==> src/rtl/ste_joy_pkg.sv <==
// ste_joy_pkg: register indices, light-pen states and beam width for the STE joypad block
package ste_joy_pkg;
  localparam logic [4:0] REG_FIRE    = 5'h00;
  localparam logic [4:0] REG_DIR     = 5'h01;
  localparam logic [4:0] REG_PADDLE0 = 5'h08;
  localparam logic [4:0] REG_LPX     = 5'h10;
  localparam logic [4:0] REG_LPY     = 5'h11;
  localparam int BEAM_W = 10;
  typedef enum logic {LP_ARMED, LP_HELD} lp_state_t;
endpackage

==> src/rtl/ste_joy_debounce.sv <==
// ste_joy_debounce: input synchroniser followed by a stable-count debouncer
module ste_joy_debounce #(
  parameter int SYNC_STAGES = 2,
  parameter int DEBOUNCE_CYCLES = 1024
) (
  input  logic clk,
  input  logic reset,
  input  logic in,
  output logic out
);
  localparam int CW = $clog2(DEBOUNCE_CYCLES + 1);
  logic [SYNC_STAGES-1:0] sync;
  logic [CW-1:0] cnt;
  always_ff @(posedge clk) begin
    if (!reset) begin
      sync <= '0;
      cnt  <= '0;
      out  <= 1'b0;
    end else begin
      sync <= {sync[SYNC_STAGES-2:0], in};
      if (sync[SYNC_STAGES-1] == out) cnt <= '0;
      else if (cnt == CW'(DEBOUNCE_CYCLES - 1)) begin
        out <= sync[SYNC_STAGES-1];
        cnt <= '0;
      end else cnt <= cnt + 1'b1;
    end
  end
endmodule

==> src/rtl/ste_joypad_ports.sv <==
// ste_joypad_ports: STE enhanced joystick, paddle and light-pen registers at $FF92xx
module ste_joypad_ports
  import ste_joy_pkg::*;
#(
  parameter int NUM_PORTS = 2,
  parameter int NUM_PADDLES = 4,
  parameter int DEBOUNCE_CYCLES = 1024,
  parameter int SYNC_STAGES = 2
) (
  input  logic clk,
  input  logic reset,
  input  logic [15:0] din,
  input  logic sel,
  input  logic [4:0] addr,
  input  logic uds,
  input  logic lds,
  input  logic rw,
  output logic [15:0] dout,
  input  logic [4*NUM_PORTS-1:0] joy_dir,
  input  logic [NUM_PORTS-1:0] joy_fire,
  input  logic [8*NUM_PADDLES-1:0] paddle,
  input  logic vsync,
  input  logic lp_trig,
  input  logic [BEAM_W-1:0] beam_x,
  input  logic [BEAM_W-1:0] beam_y,
  output logic [15:0] joy_out
);
  localparam int NB = 5 * NUM_PORTS;
  logic [NB-1:0] raw, db;
  logic [4*NUM_PORTS-1:0] dir_db;
  logic [NUM_PORTS-1:0] fire_db;
  logic [8*NUM_PADDLES-1:0] snap;
  logic [BEAM_W-1:0] lp_x, lp_y;
  logic [SYNC_STAGES:0] lp_s;
  logic vsync_q, vs_rise, lp_rise;
  lp_state_t lp_state;
  logic [15:0] fire_rd, dir_rd, pad_rd, rdata;
  assign raw = {joy_fire, joy_dir};
  assign dir_db = db[4*NUM_PORTS-1:0];
  assign fire_db = db[NB-1:4*NUM_PORTS];
  for (genvar g = 0; g < NB; g++) begin : g_db
    ste_joy_debounce #(.SYNC_STAGES(SYNC_STAGES), .DEBOUNCE_CYCLES(DEBOUNCE_CYCLES)) u_db (
      .clk(clk), .reset(reset), .in(raw[g]), .out(db[g])
    );
  end
  assign vs_rise = vsync & ~vsync_q;
  assign lp_rise = lp_s[SYNC_STAGES-1] & ~lp_s[SYNC_STAGES];
  always_comb begin
    fire_rd = '1;
    fire_rd[NUM_PORTS-1:0] = ~fire_db;
    dir_rd = '1;
    dir_rd[4*NUM_PORTS-1:0] = ~dir_db & joy_out[4*NUM_PORTS-1:0];
    pad_rd = '0;
    for (int i = 0; i < NUM_PADDLES; i++)
      if (addr == REG_PADDLE0 + 5'(i)) pad_rd = {8'h00, snap[8*i +: 8]};
    rdata = addr == REG_FIRE ? fire_rd :
            addr == REG_DIR  ? dir_rd :
            addr == REG_LPX  ? {6'b0, lp_x} :
            addr == REG_LPY  ? {6'b0, lp_y} : pad_rd;
  end
  always_ff @(posedge clk) begin
    if (!reset) begin
      dout     <= '0;
      joy_out  <= '1;
      snap     <= '0;
      vsync_q  <= 1'b0;
      lp_s     <= '0;
      lp_x     <= '0;
      lp_y     <= '0;
      lp_state <= LP_ARMED;
    end else begin
      dout    <= (sel && rw) ? rdata : 16'h0000;
      vsync_q <= vsync;
      lp_s    <= {lp_s[SYNC_STAGES-1:0], lp_trig};
      if (sel && !rw && addr == REG_DIR) begin
        if (uds) joy_out[15:8] <= din[15:8];
        if (lds) joy_out[7:0] <= din[7:0];
      end
      if (vs_rise) snap <= paddle;
      // a vsync edge re-arms and swallows a trigger arriving in the same cycle
      if (vs_rise) lp_state <= LP_ARMED;
      else if (lp_state == LP_ARMED && lp_rise) begin
        lp_x     <= beam_x;
        lp_y     <= beam_y;
        lp_state <= LP_HELD;
      end
    end
  end
endmodule

==> config.mk <==
export PLATFORM = sky130hd
export DESIGN_NAME = ste_joypad_ports
export DESIGN_NICKNAME = d
export VERILOG_FILES = /design/src/rtl/ste_joy_pkg.sv /design/src/rtl/ste_joy_debounce.sv /design/src/rtl/ste_joypad_ports.sv
export SDC_FILE = /design/constraint.sdc
export NUM_CORES = 1
export LEC_CHECK = 0
export BUFFER_PORTS_ARGS = -buffer_cell sky130_fd_sc_hd__buf_2
export CAP_MARGIN = 20
export CORE_UTILIZATION = 60
export CTS_CLUSTER_DIAMETER = 60
export DETAILED_ROUTE_END_ITERATION = 6
export PLACE_DENSITY = 0.94
export SETUP_SLACK_MARGIN = 0.4
export SYNTH_ARGS = -nofsm -noshare
export SYNTH_HDL_FRONTEND = slang
export SYNTH_SLANG_ARGS = --single-unit
==> constraint.sdc <==
create_clock -name clk -period 4.75 [get_ports clk]
set_clock_uncertainty 0.15 [all_clocks]
set_input_delay 0 -clock clk [delete_from_list [all_inputs] [get_ports clk]]
set_output_delay 0 -clock clk [all_outputs]
set_load 0.01 [all_outputs]
==> key figures <==
Critical path
  – Peak fanout along the critical path: 17
  – Startpoint Class: primary input
  – Worst path arrival time: 3.57 ns
  – Required time worst endpoint: 4.98 ns
  – Crit. End Element: flop
  – Critical path type: in -> reg

Place
  – PortBufs: 122
  – Hpwl dp: 13,200 um
  – Place WS: 2.61 ns
  – Gpl congestion: 0.931

Synth
  – Cell area after synthesis: 9120 um2
  – Net count after synthesis: 1,125
  – Syn_area_per_cell: 8.91 um2
  – Netlist cell types: 43
  – Async set or reset register ratio after synthesis: 0%
  – Register area share after synthesis: 49.2%
  – Synth Flop Type: dfxtp_1
  – Ys Warns: 0
  – Cells after Synth: 1,024
  – Yosys reg bits: 224
  – Synth Area in Simple Gates: 25.5%
  – Mux contribution to synthesized area: 3.91%
  – Post-synth EDFFs: 0
  – Post-synthesis adder-cell area fraction: 1.37%
  – Post-synthesis xor/xnor area fraction: 8.36%
  – Largest family of logic cells by synthesized area: simple AND/OR/NAND/NOR gates
  – Synth Area in Compound Gates: 7.99%

Clocking
  – TritonCTS Buffers: 22
  – CTS tree: built
  – Root Buffer: clkbuf_16
  – Clock-pin transition on the worst setup and hold timing paths: 0.06 ns
  – Resized cells post-CTS: 0
  – CTS H-tree depth: 1
  – Clk_lat worst skew: 0.52 ns
  – Clock sinks: 224
  – Postcts setup bufs: 0
  – Clock buffer depth: 3

Power
  – Sw Pwr: 0.000890 W
  – Pwr/cell area: 328 nW/um2
  – Tot Pwr: 0.00392 W
  – Sw frac: 22.7%
  – Max VDD drop: 0.312 mV
  – Clock share of power: 44.0%
  – Int Power: 0.00303 W
  – Leakage: 4.77 nW
  – Sequential power share: 49.3%
  – Combinational Power Share: 6.7%

Global route
  – GRT Overall Usage: 38.6%
  – Grt total ovfl: 0
  – First-pass GRT wire length: 48,100 um
  – Initial antenna violation count: 3
  – Vias in the first global route: 9,255
  – Largest net degree at the start of global routing: 90

Floorplan
  – DIE HEIGHT: 125 um
  – Die footprint: 15,700 um2
  – Area of the core: 14,700 um2
  – Starting density of the core: 62.0%
  – I/O pin cnt: 123
  – Die Wd: 125 um
  – Core Rows: 44

Run status
  – Failing checks: design-rule violations
  – Status: finished, violations left

STA
  – Setup_tns: 0 ns
  – Final WS setup: 1.40 ns
  – # setup viols final: 0
  – Final Hold Viols: 0
  – Minimum clock period: 3.35 ns
  – Worst hold slack: 0.0682 ns
  – Rel. slew slack: 42.0%
  – Crit share post-route: 70.4%
  – Max-slew violations: 0
  – Fmax: 299 MHz
  – Slew @ Worst Pin: 0.870 ns
  – Unrepaired setup endpoints after global routing: false

Final layout
  – Commonest cells after routing, fill and taps aside: 224 x dfxtp_1, 170 x nand2_1, 149 x dlygate4sd3_1, 121 x buf_2, 119 x nor2_1
  – Area Overhead vs Synth: 31.3%
  – Most common cell after layout, fill and taps aside: dfxtp_1
  – # nets final: 1,375
  – Share of cells above drive strength 1: 14.3%

Detailed routing
  – DRT Wirelength: 30,500 um
  – Number of DRC markers in iteration 0: 1,161
  – Drt drc: 24
  – Drt first pass iters: 7
  – Vias/cell: 6.19
  – Post-DR wirelength/cell: 20.7 um
  – DRT antenna net count: 0
  – Via count: 9,127

Run
  – Max-Cap Viols: 0

Hold path
  – Hold crit path type: in -> reg
-- cell usage after synthesis, drive strengths merged, types with 23 or more instances --
library cell,count,area (um2)
nand3,56,280
xnor2,29,254
nand4,24,163
mux2i,30,300
dfxtp,224,4480
clkbuf,23,86.3
nor2,119,447
buf,26,160
inv,24,90.1
a21boi,53,398
xor2,58,508
nand2,170,638
and2,24,150
-- metal layers --
metal,vias up,track usage [%],share of wire [%]
li1,3938,-,-
met1,4193,42.9,36
met2,730,63.4,46
met3,266,10.9,10
met4,0,28.1,8.3
met5,-,0,0
-- cell families after synthesis --
| logic type | after synthesis |
|---|---|
| muxes | 35 |
| adders and majority gates | 10 |
| xor gates and xnor gates | 87 |
| buffers and inverters | 73 |
| AOI/OAI and AO/OA | 106 |
| DFF | 224 |
| and+or+nand+nor | 489 |
-- final timing paths --
kind | start | end | slack (ns) | depth (start not counted)
hold / removal | addr[0] | dout[9] | 0.07 | 3
setup / recovery | addr[4] | joy_out[15] | 1.40 | 8
setup reg to reg | vsync_q | lp_x[9] | 2.15 | 6
hold reg to reg | g_db[9].u_db.sync[0] | g_db[9].u_db.sync[1] | 0.26 | 1
-- per-stage QoR --
step | util [%] | area (um2) | cells
final | 81.5 | 12000 | 1475
after global routing | 81.4 | 12000 | 1473
after CTS | 81.2 | 11900 | 1470
after detailed placement | 66.2 | 9740 | 1283
after global placement | 66.2 | 9740 | 1283
after floorplan | - | 9120 | 1024
-- state kept, by name, summed over array words and instances, names as in the netlist --
name and flops:
g_db.u_db.cnt 110, snap 32, g_db.u_db.sync 20, joy_out 16, dout 11, g_db.u_db.out 10
lp_x 10, lp_y 10, lp_s 3, lp_state 1, vsync_q 1
-- final cells by class --
class | count | area, um2
Timing Repair Buffer | 275 | 2150
Clock inverter | 4 | 22.5
Fill cell | 717 | 2720
Multi-Input combinational cell | 727 | 4310
Inverter | 24 | 90.1
Tap cell | 184 | 230
Sequential cell | 224 | 4480
Antenna cell | 3 | 7.51
Clock buffer | 34 | 687
-- critical path, stage by stage --
cell and delay, ns:
dlygate4sd3_1 0.55, buf_2 0.23, nor2_1 0.44, nand4_2 0.56, mux2i_1 0.38, dlygate4sd3_1 0.68
nand2_1 0.10, dlygate4sd3_1 0.62
-- power by group through the flow --
stage / registers, W / logic (W) / clock network [W]
2_1_floorplan: 0.00197 / 0.000104 / 0
3_3_place_gp: 0.00197 / 0.000159 / 0
3_5_place_dp: 0.00197 / 0.000161 / 0
4_1_cts: 0.00193 / 0.000230 / 0.00171
5_1_grt: 0.00194 / 0.000275 / 0.00182
6_report: 0.00193 / 0.000263 / 0.00173
-- repair_timing --
action	CTS	global route
hold endpoints to repair	103	0
setup endpoints to repair	0	0
hold buffers	149	0
Power figures use the tool's default switching activity.
